File: config.mk
export PLATFORM = sky130hd
export DESIGN_NAME = pc_redirect_unit
export DESIGN_NICKNAME = d
export VERILOG_FILES = /design/src/rtl/pc_redirect_unit.sv
export SDC_FILE = /design/constraint.sdc
export NUM_CORES = 1
export LEC_CHECK = 0
export BUFFER_PORTS_ARGS = -buffer_cell sky130_fd_sc_hd__buf_2
export CAP_MARGIN = 20
export CORE_MARGIN = 4
export CORE_UTILIZATION = 39
export CTS_CLUSTER_SIZE = 14
export DETAILED_ROUTE_END_ITERATION = 7
export PLACE_DENSITY = 0.68
export SYNTH_ARGS = -nofsm -noshare
export SYNTH_HDL_FRONTEND = slang
export SYNTH_SLANG_ARGS = --single-unit
File: constraint.sdc
create_clock -name clk -period 6 [get_ports clk]
set_clock_uncertainty 0.05 [all_clocks]
set_input_delay 0 -clock clk [delete_from_list [all_inputs] [get_ports clk]]
set_output_delay 0 -clock clk [all_outputs]
set_load 0.02 [all_outputs]
File: src/rtl/pc_redirect_unit.sv
// rtl/pc_redirect_unit.sv - EX-stage PC register, control-flow redirect, squash and misaligned-target trap
module pc_redirect_unit #(
  parameter int unsigned        LENGTH       = 32,
  parameter logic [LENGTH-1:0]  RESET_VECTOR = 32'h0040_0000
) (
  input  logic              clk,
  input  logic              reset,
  input  logic              stall,
  input  logic              ex_valid,
  input  logic              branch,
  input  logic              branch_taken,
  input  logic [LENGTH-1:0] branch_target,
  input  logic              jal,
  input  logic [LENGTH-1:0] jal_target,
  input  logic              jalr,
  input  logic [LENGTH-1:0] jalr_target,
  output logic [LENGTH-1:0] pc,
  output logic [LENGTH-1:0] pc_plus4,
  output logic              flush_if_id,
  output logic              flush_id_ex,
  output logic              trap,
  output logic [LENGTH-1:0] trap_addr,
  output logic [31:0]       redirect_count
);

  typedef enum logic {RUN = 1'b0, TRAP = 1'b1} state_t;

  state_t            state_q, state_d;
  logic [LENGTH-1:0] pc_q, pc_d;
  logic [LENGTH-1:0] trap_addr_q, trap_addr_d;
  logic [31:0]       redirect_count_q, redirect_count_d;

  logic [LENGTH-1:0] target;
  logic              req;
  logic              aligned;
  logic              flush;

  // Select the effective target (jalr > jal > branch) and decode a redirect request
  always_comb begin
    target = branch_target;
    if (jalr) begin
      target = {jalr_target[LENGTH-1:1], 1'b0};
    end else if (jal) begin
      target = jal_target;
    end
    req     = ex_valid & (jal | jalr | (branch & branch_taken));
    aligned = (target[1:0] == 2'b00);
  end

  // Next-state logic: redirect, trap entry, sequential fetch or hold
  always_comb begin
    state_d          = state_q;
    pc_d             = pc_q;
    trap_addr_d      = trap_addr_q;
    redirect_count_d = redirect_count_q;
    flush            = 1'b0;
    unique case (state_q)
      RUN: begin
        if (req) begin
          // Both younger instructions are wrong-path whether or not the target is legal
          flush = 1'b1;
          if (aligned) begin
            pc_d             = target;
            redirect_count_d = redirect_count_q + 32'd1;
          end else begin
            state_d     = TRAP;
            trap_addr_d = target;
          end
        end else if (!stall) begin
          pc_d = pc_q + LENGTH'(4);
        end
      end
      TRAP: begin
        // Keep squashing so the pipeline drains to bubbles until reset
        flush = 1'b1;
      end
      default: begin
        state_d = RUN;
      end
    endcase
  end

  // State registers; reset overrides any redirect or trap in progress
  always_ff @(posedge clk) begin
    if (reset) begin
      state_q          <= RUN;
      pc_q             <= RESET_VECTOR;
      trap_addr_q      <= '0;
      redirect_count_q <= '0;
    end else begin
      state_q          <= state_d;
      pc_q             <= pc_d;
      trap_addr_q      <= trap_addr_d;
      redirect_count_q <= redirect_count_d;
    end
  end

  assign pc             = pc_q;
  assign pc_plus4       = pc_q + LENGTH'(4);
  assign flush_if_id    = flush & ~reset;
  assign flush_id_ex    = flush & ~reset;
  assign trap           = (state_q == TRAP);
  assign trap_addr      = trap_addr_q;
  assign redirect_count = redirect_count_q;

endmodule

==> impl_metrics.json, run 1 <==
{
  "irDropWorstVdd_uv": 118,
  "post_cts_resized": 0,
  "r2r_start": "trap",
  "crit_path_top_delay_cell": "or4_1",
  "rsz0062_at_grt": "no",
  "drt-initial-drc-count": 549,
  "min_from": "jalr_target[29]",
  "synth_area_leader_cell": "dfxtp_1",
  "worst_setup_path_start_kind": "input port",
  "htree_levels": 3,
  "clock_latency_ns": 0.35,
  "viasPerCell": 5.48,
  "max_slew_margin_pct": 32.6,
  "crit_start": "jal",
  "max_freq_mhz": 356,
  "combPwrFrac_pct": 21.0,
  "synth_cell_types": 44,
  "die_w_um": 126,
  "wl_per_cell_um": 16.6,
  "required_ns": 6.22,
  "syn-num-nets": 832,
  "period_share_pct": 46.8,
  "core_area_sq_um": 13500,
  "hold_class": "in -> reg",
  "layout_common_cells": "232 x buf_2, 146 x nand2_1, 97 x dfxtp_1",
  "cap_violations": 0,
  "report.final.hold_viol_count": 0,
  "place_ws_ns": 2.82,
  "start_util_pct": 40.6,
  "p_int_w": 0.00108,
  "p_switching_w": 0.000503,
  "slew_viol_final": 0,
  "ios": 235,
  "syn-instance-count": 726,
  "ys_warn_count": 0,
  "num_vias": 6047,
  "cp-end-kind": "register",
  "mappedNetlistArea_sq_um": 5460,
  "grt_max_degree": 87,
  "place_congestion": 0.870,
  "ys_seq_area_share_pct": 35.5,
  "nNetsFinal": 1029,
  "postRouteAntennaNets": 0,
  "drc": 0,
  "clock_path_buffers": 2,
  "antenna_cells": 0,
  "power_w": 0.00159,
  "die_area_sq_um": 16000,
  "critPathMaxStageDelay_ns": 0.81,
  "clk_pin_slew_ns": 0.07,
  "finalWorstPathRequiredPeriod_ns": 2.81,
  "grt_use_total_pct": 22.3,
  "path_class": "in -> reg",
  "path_max_fanout": 34,
  "leakagePower_nw": 2.99,
  "drive_above_1_share_pct": 28.3,
  "ys_ff_latch": 97,
  "r2r_setup_slack_ns": 3.31,
  "setup_viol": 0,
  "dp_hpwl_mm": 13.4,
  "grt_pass1_wl_mm": 29.3,
  "final_util_pct": 52.1,
  "cp_num_buf_inv": 1,
  "hold_slack_ns": 0.0198,
  "clockPowerShare_pct": 34.7,
  "first_pass_iters": 5,
  "avgSynthCellArea_sq_um": 7.52,
  "layout_commonest_cell": "buf_2",
  "antenna_found_initial": 0,
  "tightestPinTransition_ns": 1.01,
  "status": "finished, final reports clean",
  "crit_chain": "buf_2 > a211oi_1 > or4b_1 > or4_1 > or4_1 > a21oi_1",
  "wirelength_mm": 18.4,
  "grt_overflow": 0,
  "yosysTopAreaCellShare_pct": 35.5,
  "dieHeight_um": 126,
  "synthTopCellsByArea": "dfxtp_1 36%, nand2_1 10%, a21oi_1 7.8%, mux2i_1 5.9%, xnor2_1 5.0%",
  "fp-row-count": 42,
  "port_buffers": 233,
  "cts_made_buffers": 9,
  "area_growth_pct": 28.3,
  "seqPwrFrac_pct": 44.3,
  "final.setup.tns_ns": 0,
  "arrival_ns": 3.03,
  "cts.sinks": 97,
  "cp_top_family": "simple AND/OR/NAND/NOR gates",
  "grt_pass1_vias": 5533,
  "cellPowerDensity_nw_per_um2": 226,
  "fin_ws_ns": 3.19,
  "nFillCells": 1409,
  "cts_tree": "done",
  "crit_top_cell": "or4_1",
  "p_sw_share_pct": 31.7,
  "root_buffer": "clkbuf_16"
}
cell type report:
type	count	area, sq um	share of cell area, %
clock buffers	12	246	3.52
clock inverters	4	28.8	0.411
inverters	18	67.6	0.964
multi-input cells	554	3240	46.2
flip-flops and latches	97	1940	27.7
well taps	176	220	3.14
repair buffers	243	1270	18.1
path summary, 6_finish.rpt:
path,cells past startpoint,end
max,6,redirect_count[26]
min,5,trap_addr[29]
max reg2reg,5,redirect_count[26]
min reg2reg,2,trap_addr[6]
state kept, by name (all words and copies together) (netlist names):
| signal | count |
|---|---|
| trap_addr | 32 |
| redirect_count | 32 |
| pc | 32 |
| trap | 1 |
per-layer routing:
layer	global-route usage, %	vias to the layer above	part of all wire [%]
li1	-	3003	-
met1	31.1	2807	45
met2	34.4	220	46
met3	5.13	17	7.8
met4	7.00	0	1.5
met5	0	-	0
power groups by stage:
stage               logic [W]  registers, W  clock network, W
CTS                  0.000330      0.000703          0.000566
finish               0.000333      0.000704          0.000551
floorplan            0.000172      0.000745                 0
global route         0.000366      0.000708          0.000592
global placement     0.000327      0.000717                 0
detailed placement   0.000328      0.000718                 0
synthesized netlist by cell type, drive strengths merged:
master and instances:
a22oi 2, and4 6, nand4 13, a211o 2, nor4 11, xor2 6, a311oi 2, xnor2 31
inv 18, o211ai 2, o2111ai 1, or4 11, a21oi 85, o21a 5, mux2 1, or2 1
clkbuf 47, and3 7, o31a 14, and2 2, o21ai 52, mux2i 32, dfxtp 97, or4b 3
o31ai 11, ha 2, nor3 9, a211oi 4, nand2 146, a31oi 1, nor3b 2, o2bb2ai 1
or3 13, nand2b 1, o32ai 18, a2bb2oi 2, buf 10, nor2 31, nand3 23, a221oi 1
cells by family after synthesis:
group | after synthesis | synth area share, %
muxes | 33 | 6.07
adders and majority gates | 2 | 0.458
buffers and inverters | 75 | 5.50
xor gates and xnor gates | 37 | 5.93
and+or+nand+nor | 279 | 24.0
DFF | 97 | 35.5
AOI/OAI and AO/OA | 203 | 22.5
timing repair:
item / 4_1_cts / 5_1_grt
setup buffers: 0 / 0
setup endpoints to repair: 0 / 0
hold buffers: 1 / 0
endpoints found under the hold margin: 9 / 0
tightest hold or removal path, cell delays in order:
cell and delay [ns]:
buf_2 0.09, nand2_1 0.05, o21ai_0 0.10, nand2_1 0.08, a21oi_1 0.06
through the flow:
stage          cell area [sq um]  instances
3_5_place_dp                6690       1085
5_1_grt                     7010       1104
6_report                    7010       1104
3_3_place_gp                6690       1085
2_1_floorplan               5460        726
4_1_cts                     6970       1102
Note: power is estimated with default switching activity, not from simulation.
==> run 2, diff against run 1 <==
- PLACE_DENSITY: 0.68 -> 0.7
- clock period: 6 -> 2.3 ns (I/O delays scaled with it)
==> run 2 against run 1 <==
  * Sequential share of layout area shrank 1.8 points
  * First-iteration DRC count shrank 11%
  * The run now ends with setup timing left
  * Final area grew 8.1%
  * Non-clock buffer count grew 46
  * Hold slack gained 0.010 ns
==> impl_metrics.json, run 2 (synthesis results as in run 1) <==
{
  "clk_pin_slew_ns": 0.07,
  "rsz0062_at_grt": "yes",
  "clock_path_buffers": 2,
  "r2r_setup_slack_ns": -0.02,
  "path_max_fanout": 7,
  "layout_common_cells": "231 x buf_2, 146 x nand2_1, 89 x dfxtp_1",
  "cts_tree": "done",
  "die_area_sq_um": 16000,
  "wl_met3_mm": 1.65,
  "tightestPinTransition_ns": 0.552,
  "fin_area_sq_um": 7580,
  "path_class": "reg -> reg",
  "grt_pass1_wl_mm": 29.8,
  "leakagePower_nw": 3.28,
  "fin_ws_ns": -0.0223,
  "cap_violations": 0,
  "cts_made_buffers": 9,
  "port_buffers": 233,
  "htree_levels": 3,
  "nNetsFinal": 1076,
  "viasPerCell": 5.53,
  "clock_latency_ns": 0.35,
  "worst_setup_path_start_kind": "register",
  "core_area_sq_um": 13500,
  "arrival_ns": 2.55,
  "drt-initial-drc-count": 486,
  "place_congestion": 0.857,
  "m1WireLength_mm": 8.49,
  "final.setup.tns_ns": -0.0632,
  "finalWorstPathRequiredPeriod_ns": 2.32,
  "placed_cell_area_sq_um": 7090,
  "violations": "setup timing",
  "max_freq_mhz": 431,
  "dp_hpwl_mm": 14.2,
  "setup_viol": 5,
  "hold_class": "in -> reg",
  "postCtsHoldBufs": 0,
  "postRouteAntennaNets": 0,
  "first_pass_iters": 5,
  "max_slew_margin_pct": 62.8,
  "wirelength_mm": 19.8,
  "period_share_pct": 101,
  "report.final.hold_viol_count": 0,
  "dieHeight_um": 126,
  "nFillCells": 1349,
  "die_w_um": 126,
  "final_util_pct": 56.3,
  "grt_pass1_vias": 5803,
  "top_layer": "met5",
  "ff_latch_area_sq_um": 1960,
  "grt_overflow": 0,
  "drc": 0,
  "power_w": 0.00449,
  "slew_viol_final": 0,
  "wl_per_cell_um": 17.2,
  "grt_use_total_pct": 22.7,
  "ios": 235,
  "area_growth_pct": 38.7,
  "grt_max_degree": 60,
  "irDropWorstVdd_uv": 366,
  "cellPowerDensity_nw_per_um2": 593,
  "antenna_found_initial": 3,
  "status": "finished, violations left",
  "multiInputGateArea_sq_um": 3330,
  "cp-end-kind": "register",
  "fp-row-count": 42,
  "num_vias": 6373,
  "met2_length_mm": 9.02,
  "start_util_pct": 40.6,
  "layout_commonest_cell": "buf_2",
  "required_ns": 2.52,
  "drive_above_1_share_pct": 34.8,
  "cts.sinks": 97,
  "root_buffer": "clkbuf_16"
}
-- run 2: changes by cell type in the layout (fill, tap and decap cells not counted), sizes merged --
cell / change
clkinv: -1
bufinv: +2
diode: +2
buf: +47
or4: +1
clkinvlp: -1
dlygate4sd3: -1
-- run 2: metal layers --
metal | global-route usage [%] | up-vias
met2 | 35.3 | 307
met3 | 4.88 | 46
met4 | 9.59 | 2
li1 | - | 3100
met1 | 30.5 | 2918
met5 | 0 | -
-- run 2: final timing paths --
path                                       from                 end  cells after the start
worst max-delay path                       trap  redirect_count[29]                      5
worst min-delay path            jalr_target[29]       trap_addr[29]                      5
worst max register to register             trap  redirect_count[29]                      5
worst min register to register     trap_addr[6]        trap_addr[6]                      2
-- run 2: timing repair --
item                       4_1_cts  5_1_grt
cloned                           0        1
setup buffers                    1        5
gates resized for setup          2       25
pin swaps                        5        7
setup endpoints to repair        7       22
-- run 2: layout make-up --
cell class | instances | share of cell area, %
well taps | 176 | 2.91
repair buffers | 289 | 21.8
inverters | 18 | 0.892
clock inverters | 4 | 0.958
flip-flops and latches | 97 | 25.9
clock buffers | 12 | 3.53
diodes | 2 | 0.0660
multi-input cells | 555 | 44.0
-- run 2: power by group --
part | internal (W) | leakage (nW) | switching (W)
logic | 0.000360 | 2.33 | 0.000599
clock network | 0.00105 | 0.164 | 0.000672
registers | 0.00175 | 0.793 | 0.0000624
total | 0.00316 | 3.28 | 0.00133
-- run 2: critical path, stage by stage, from the launching register on --
cell and delay, ns:
dfxtp_4 0.34, nand2b_4 0.13, or4b_4 0.50, or4_4 0.59, or4b_1 0.49, a21oi_1 0.14
-- run 2: metrics by stage --
stage	std cells	hold WS [ns]	setup WS [ns]
after floorplan	726	0.219	-0.0231
after global placement	1128	0.358	-0.0397
after detailed placement	1128	0.382	-0.0782
after CTS	1145	0.0163	-0.0301
after global routing	1153	0.0776	-0.0824
final	1153	0.0299	-0.0223
